===== config.mk =====
export PLATFORM = sky130hd
export DESIGN_NAME = pipe_elastic_stage
export DESIGN_NICKNAME = d
export VERILOG_FILES = /design/src/rtl/pipe_elastic_stage.sv
export SDC_FILE = /design/constraint.sdc
export NUM_CORES = 1
export LEC_CHECK = 0
export ABC_AREA = 1
export BUFFER_PORTS_ARGS = -buffer_cell sky130_fd_sc_hd__buf_2
export CORE_MARGIN = 2
export CORE_UTILIZATION = 40
export DETAILED_ROUTE_END_ITERATION = 10
export GPL_ROUTABILITY_DRIVEN = 1
export PLACE_DENSITY_LB_ADDON = 0.08
export SKIP_LAST_GASP = 1
export SYNTH_ARGS = -nofsm -noshare
export SYNTH_HDL_FRONTEND = slang
export SYNTH_SLANG_ARGS = --single-unit

===== constraint.sdc =====
create_clock -name clk -period 2.1 [get_ports clk]
set_clock_uncertainty 0.05 [all_clocks]
set_input_delay 0.42 -clock clk [delete_from_list [all_inputs] [get_ports clk]]
set_output_delay 0.42 -clock clk [all_outputs]
set_load 0.03 [all_outputs]

===== src/rtl/pipe_elastic_stage.sv =====
// Elastic pipeline stage register for the RV32I pipeline.
// A valid/ready handshake carries a control field and a data field.
// The stage supports hold, flush and bubble insertion.
// With SKID=1 a second entry lets in_ready be a registered signal.
// With SKID=0 there is one entry and in_ready is combinational.
// occupancy and a saturating hold counter are exposed for hazard and performance debug.
module pipe_elastic_stage #(
  parameter int CTRL_W = 16,
  parameter int DATA_W = 160,
  parameter int SKID   = 1,
  parameter int CNT_W  = 16
) (
  input  logic              clk,
  input  logic              rst_n,
  input  logic              in_valid,
  output logic              in_ready,
  input  logic [CTRL_W-1:0] in_ctrl,
  input  logic [DATA_W-1:0] in_data,
  input  logic              hold,
  input  logic              flush,
  output logic              out_valid,
  input  logic              out_ready,
  output logic [CTRL_W-1:0] out_ctrl,
  output logic [DATA_W-1:0] out_data,
  output logic [1:0]        occupancy,
  output logic [CNT_W-1:0]  hold_cnt
);

  // The state encoding is the number of beats held.
  typedef enum logic [1:0] {
    EMPTY = 2'd0,
    ONE   = 2'd1,
    TWO   = 2'd2
  } state_t;

  state_t            state;
  state_t            state_next;
  logic [CTRL_W-1:0] head_ctrl;
  logic [DATA_W-1:0] head_data;
  logic [CTRL_W-1:0] skid_ctrl;
  logic [DATA_W-1:0] skid_data;
  logic              load_head_in;
  logic              load_head_skid;
  logic              load_skid;
  logic              in_fire;
  logic              out_fire;

  // Saturating increment: the counter stops at all-ones instead of wrapping.
  function automatic logic [CNT_W-1:0] sat_inc(input logic [CNT_W-1:0] v);
    return (&v) ? v : v + CNT_W'(1);
  endfunction

  assign out_valid = (state != EMPTY);
  assign out_fire  = out_valid & out_ready & ~hold;
  assign in_fire   = in_valid & in_ready;
  // A bubble presents all-zero control, so downstream sees a NOP.
  assign out_ctrl  = out_valid ? head_ctrl : '0;
  // Data is not zeroed on a bubble. It keeps the last head value.
  assign out_data  = head_data;
  assign occupancy = state;

  generate
    if (SKID != 0) begin : g_skid
      logic ready_q;

      // Registered ready: accept next cycle unless the stage will then be full.
      always_ff @(posedge clk) begin
        if (!rst_n) ready_q <= 1'b1;
        else        ready_q <= (state_next != TWO);
      end

      assign in_ready = ready_q;
    end else begin : g_noskid
      // Single entry: accept when empty or when the head leaves this cycle.
      assign in_ready = ~out_valid | out_fire;
    end
  endgenerate

  // Next-state and entry-load decode. Flush overrides normal operation.
  always_comb begin
    state_next     = state;
    load_head_in   = 1'b0;
    load_head_skid = 1'b0;
    load_skid      = 1'b0;
    if (flush) begin
      state_next = EMPTY;
    end else begin
      case (state)
        EMPTY: begin
          if (in_fire) begin
            state_next   = ONE;
            load_head_in = 1'b1;
          end
        end
        ONE: begin
          if (in_fire && out_fire) begin
            load_head_in = 1'b1;
          end else if (in_fire && (SKID != 0)) begin
            state_next = TWO;
            load_skid  = 1'b1;
          end else if (out_fire) begin
            state_next = EMPTY;
          end
        end
        TWO: begin
          if (out_fire) begin
            state_next     = ONE;
            load_head_skid = 1'b1;
          end
        end
        default: state_next = EMPTY;
      endcase
    end
  end

  // State register.
  always_ff @(posedge clk) begin
    if (!rst_n) state <= EMPTY;
    else        state <= state_next;
  end

  // Head entry: loads from upstream or is promoted from the skid entry.
  always_ff @(posedge clk) begin
    if (!rst_n) begin
      head_ctrl <= '0;
      head_data <= '0;
    end else if (load_head_in) begin
      head_ctrl <= in_ctrl;
      head_data <= in_data;
    end else if (load_head_skid) begin
      head_ctrl <= skid_ctrl;
      head_data <= skid_data;
    end
  end

  // Skid entry: catches the beat accepted while the head is stalled.
  always_ff @(posedge clk) begin
    if (!rst_n) begin
      skid_ctrl <= '0;
      skid_data <= '0;
    end else if (load_skid) begin
      skid_ctrl <= in_ctrl;
      skid_data <= in_data;
    end
  end

  // Count cycles where a valid head is held back. Only reset clears the count.
  always_ff @(posedge clk) begin
    if (!rst_n)                      hold_cnt <= '0;
    else if (out_valid && !out_fire) hold_cnt <= sat_inc(hold_cnt);
  end

endmodule

; Word level (Yosys, flattened, before mapping)
; Index checks and enable logic that the tools add are counted.
[classes]
n_reduce_logical = 8
n_addsub = 1
bitwise = 5
mux = 22
eq_ne = 3
[op_table]
columns = op, count
row1 = 160-bit 2-to-1 mux, 2
row2 = 16-bit 2-to-1 mux, 3
row3 = 16-bit by 1-bit adder with 16-bit output (second input constant), 1
row4 = 16-bit AND reduction, 1
row5 = 2-bit 2-to-1 mux, 6
row6 = 1-bit 2-to-1 mux, 9
row7 = 2-bit case mux with 3 select lines, 1
row8 = 2-bit nonzero test, 2
row9 = 1-bit AND, 3
row10 = 2-bit by 1-bit == test with 1-bit output (second input constant), 1
row11 = 2-bit == test (second input constant), 1
row12 = 1-bit logical AND, 2
row13 = 2-bit logical NOT, 1
row14 = 2-bit inequality test (second input constant), 1
row15 = 1-bit inverter, 2
row16 = 1-bit case mux with 2 select lines, 1
row17 = 2-bit AND reduction, 1
row18 = 1-bit logical NOT, 1
[word_totals]
regBits = 371
wordCells = 46

; Depth between registers and ports, before layout
[depth]
depth_word = 9
mapped_depth = 11
mapped_depth_nobuf = 10

; Worst setup path before layout
; OpenSTA, ideal clock, no wires.
[synth_path]
kind = reg-to-reg
startpoint = reg state[0], in the netlist occupancy[0]
endpoint = reg head_data[100], in the netlist out_data[100]
path_slack_ns = 0.204
t_arrival_ns = 1.719
path_stages_with_launch = 11
n_path_buf = 3
cell_sequence = dfxtp_1 > buf_2 > nor2_4 > inv_2 > nand3_2 > nand2_1 > inv_2 > buf_2 > buf_2 > a21oi_1 > nor2_1
[synth_via]
elab_chain_len = 8
elab_cells_between_ends = 15
cone_classes = 2 x eq/ne / 7 x mux / 2 x bitwise / 4 x reduce/logical
[synth_lines]
columns = element, line_no
row1 = from (decl), 36  ; state_t state;
row2 = from (signal assigned), 119  ; else state <= state_next;
row3 = 2-bit nonzero test (*), 53  ; assign out_valid = (state != EMPTY);
row4 = named net out_valid, 21  ; output logic out_valid,
row5 = 1-bit AND (*) (2 in a row), 54  ; assign out_fire = out_valid & out_ready & ~hold;
row6 = 1-bit logical AND, 96  ; if (in_fire && out_fire) begin
row7 = 1-bit 2-to-1 mux, 96
row8 = 1-bit case mux with 2 select lines, 88  ; case (state)
row9 = 1-bit 2-to-1 mux, 85  ; if (flush) begin
row10 = 160-bit 2-to-1 mux or 2-bit nonzero test (tied branches), n/a
row11 = to (signal assigned), 129  ; head_data <= in_data;
row12 = to (signal assigned), 132  ; head_data <= skid_data;
row13 = to (decl), 39  ; logic [DATA_W-1:0] head_data;
; The timed path passes the listed nets; every way through them passes the cells marked *.
; A chain may end at the register's enable or synchronous reset.

; Worst setup path in the final report
[layout_path]
startpoint = reg state[1], in the netlist occupancy[1]
endpoint = out out_ctrl[6]
[layout_via]
elab_chain_len = 2
[layout_lines]
columns = element, line_no
row1 = 2-bit nonzero test, 53
row2 = 16-bit 2-to-1 mux, 57  ; assign out_ctrl = out_valid ? head_ctrl : '0;
row3 = to (decl), 23  ; output logic [CTRL_W-1:0] out_ctrl,
; No other way between the ends.

==> metrics <==
CTS clk-pin slew, worst paths 0.06 ns; I/O Pins 378; Seq/Total Area, Yosys 50.67%; synth warn 0; CP Launch Type flop; max-cap violation count 0; layout cells sized above 1 22.04%; DR vias/cell 5.105; CTS sink count 371; CTS tree done; VDD IR max 0.0006715 V; final cell count without fillers 2,771; pwr/cell area 899.5 nW/um^2; Root Buffer clkbuf_16; cts hold-fix bufs 0; GRT Residual Overflow 0; Global Route Usage Sum 23.29%; clk buf depth 3; Critical Path RT 1.63 ns; syn_area_per_cell 7.514 sq um; Final Routed Wirelength 45.11 mm; drt initial violations 888; Critical Setup Path Class flop to primary output; FILL cells 3,577; critical-path maximum fanout 10; Setup-failing EPs final 0; Top Layer Used met5; shortest period the worst path allows 2.021 ns; setup_tns 0 ns; Mapped Area 14,660 sq um; DR WL/cell 16.28 um; worst min path class input pin to flop; PortBufs 377; final worst path period share 96.22%; Die Outline Area 38,190 sq um; Worst Path Arrival 1.55 ns; DR pass1 iterations 5; Mapped Cells 1,951; # rows 70; clk_lat worst skew 0.56 ns; routability congestion estimate 0.7896; top achievable clock speed 494.9 MHz; area growth from synthesis to layout 27.41%; vias in the first global route 13,422; nets 2,444; first-pass GRT wire length 72.07 mm; die height 195.4 um; Final Hold Viols 0; DR DRC count 0; metal2 WL 20.14 mm; Post-DRT Antenna Nets 0; die span in x 195.4 um; relative slew slack 59.44%; Post-Place Cells 2,683; Via Count 14,146; net count after synthesis 2,134; initial antenna violation count 18; worst-margin pin slew 0.6084 ns; Metal-1 WL 20.04 mm; Yosys cell types 25; hpwl dp 28.95 mm; Initial Util 40.33%; Yosys reg bits 371; TritonCTS Buffers 42; status finished, final reports clean; Final Util 51.38%; core area 36,350 sq um; RSZ-0062 raised after global routing false; H-tree levels 2; Leak 7.677 nW; Slew Viols, Final 0; metal3 WL 3.640 mm; largest net degree at the start of global routing 137; Crit. End Element primary output
[per-stage QoR]
step / setup WS (ns) / power [mW] / hold slack (ns) / instance area [sq um]
finish: 0.07942 / 16.80 / 0.09568 / 18680
global route: 0.01252 / 17.48 / 0.09326 / 18670
CTS: 0.06239 / 17.00 / 0.06577 / 18640
detailed placement: 0.1150 / 9.356 / 0.3872 / 17190
global placement: 0.1301 / 9.336 / 0.3824 / 17190
floorplan: 0.2036 / 8.627 / 0.3745 / 14660
[per-layer routing]
metal	vias to the layer above	global-route usage, %
met2	416	36.19
met5	-	0
met1	6516	30.65
li1	7119	-
met3	81	6.546
met4	14	9.160
[cell usage after synthesis]
cell | instances | area [sq um]
a21oi_1 | 365 | 1827
nor2_4 | 1 | 11.26
nand4_1 | 3 | 18.77
nand2_2 | 1 | 6.260
buf_1 | 7 | 26.28
nor3_1 | 2 | 10.01
nand2_1 | 65 | 244.0
buf_2 | 51 | 255.2
nor3b_1 | 1 | 7.510
buf_4 | 2 | 15.01
dfxtp_1 | 371 | 7427
xnor2_1 | 4 | 35.03
clkbuf_1 | 98 | 367.9
inv_2 | 3 | 11.26
a311oi_1 | 1 | 8.760
inv_1 | 208 | 780.8
o21ai_1 | 57 | 285.3
nor3_4 | 1 | 16.27
xor2_1 | 2 | 17.52
nand3_2 | 2 | 20.02
o21ai_0 | 301 | 1506
ha_1 | 1 | 12.51
nor2_1 | 221 | 829.6
nand3_1 | 182 | 910.9
a21oi_2 | 1 | 8.760
[area by class of cell]
cell class | instances | area [sq um] | area share [%]
diodes | 12 | 30.03 | 0.1608
clock buffers | 60 | 1260 | 6.746
clock inverters | 14 | 173.9 | 0.9312
inverters | 211 | 802.0 | 4.294
multi-input cells | 1211 | 5798 | 31.04
flip-flops and latches | 371 | 7432 | 39.79
well taps | 468 | 585.6 | 3.135
repair buffers | 424 | 2595 | 13.89
[what timing repair did]
action	in CTS	in global routing
pin swaps	1	0
resized for setup	3	1
endpoints found under the setup margin	11	1
buffers inserted	2	0
[power breakdown]
part / switching [mW] / total, mW / internal, mW / leakage [nW]
Clock: 2.95 / 7.60 / 4.65 / 0.718
Combinational: 1.21 / 1.80 / 0.593 / 3.95
Sequential: 0.115 / 7.40 / 7.29 / 3.01
[registers in the layout, indices dropped and copies added, names as in the netlist]
register   count
head_ctrl     16
in_ready       1
hold_cnt      16
skid_ctrl     16
out_data     160
occupancy      2
skid_data    160
[critical path, cell delays in order, from the launching register on]
cell,delay [ns]
dfxtp_2,0.43
nor2_4,0.05
buf_4,0.16
nor2_1,0.13
buf_2,0.22
[final timing paths]
| path | slack (ns) | from | end | cells after the start |
|---|---|---|---|---|
| hold / removal | 0.1 | in_data[128] | skid_data[128]$_SDFFE_PN0P_ | 3 |
| hold reg to reg | 0.39 | skid_data[18]$_SDFFE_PN0P_ | skid_data[18]$_SDFFE_PN0P_ | 2 |
| setup / recovery | 0.08 | occupancy[1]$_SDFF_PN0_ | out_ctrl[6] | 4 |
| setup reg to reg | 0.28 | occupancy[0]$_SDFF_PN0_ | out_data[141]$_SDFFE_PN0P_ | 9 |
[cells by family (layout without fill, tap and decap cells)]
family / after synthesis / after routing / synth area share, %
AOI/OAI and AO/OA: 725 / 725 / 24.80
and+or+nand+nor: 479 / 479 / 14.15
DFF: 371 / 371 / 50.67
buffers and inverters: 369 / 709 / 9.935
xor gates and xnor gates: 6 / 6 / 0.3585
adders and majority gates: 1 / 1 / 0.08534
other: 0 / 12 / 0
[placed cells by master, fill, tap and decap left out, types with 2 or more instances in the layout]
cell type and n:
a21oi_1 365, buf_12 28, buf_2 375, buf_4 20, bufinv_16 4, clkbuf_1 5
clkbuf_16 43, clkbuf_8 12, clkinv_2 9, dfxtp_1 369, diode_2 12, inv_1 208
inv_6 3, nand2_1 64, nand3_1 182, nand3_4 2, nand4_1 3, nor2_1 221
nor3_1 2, o21ai_0 301, o21ai_1 57, xnor2_1 4, xor2_1 2
Note: power is estimated with default switching activity, not from simulation.
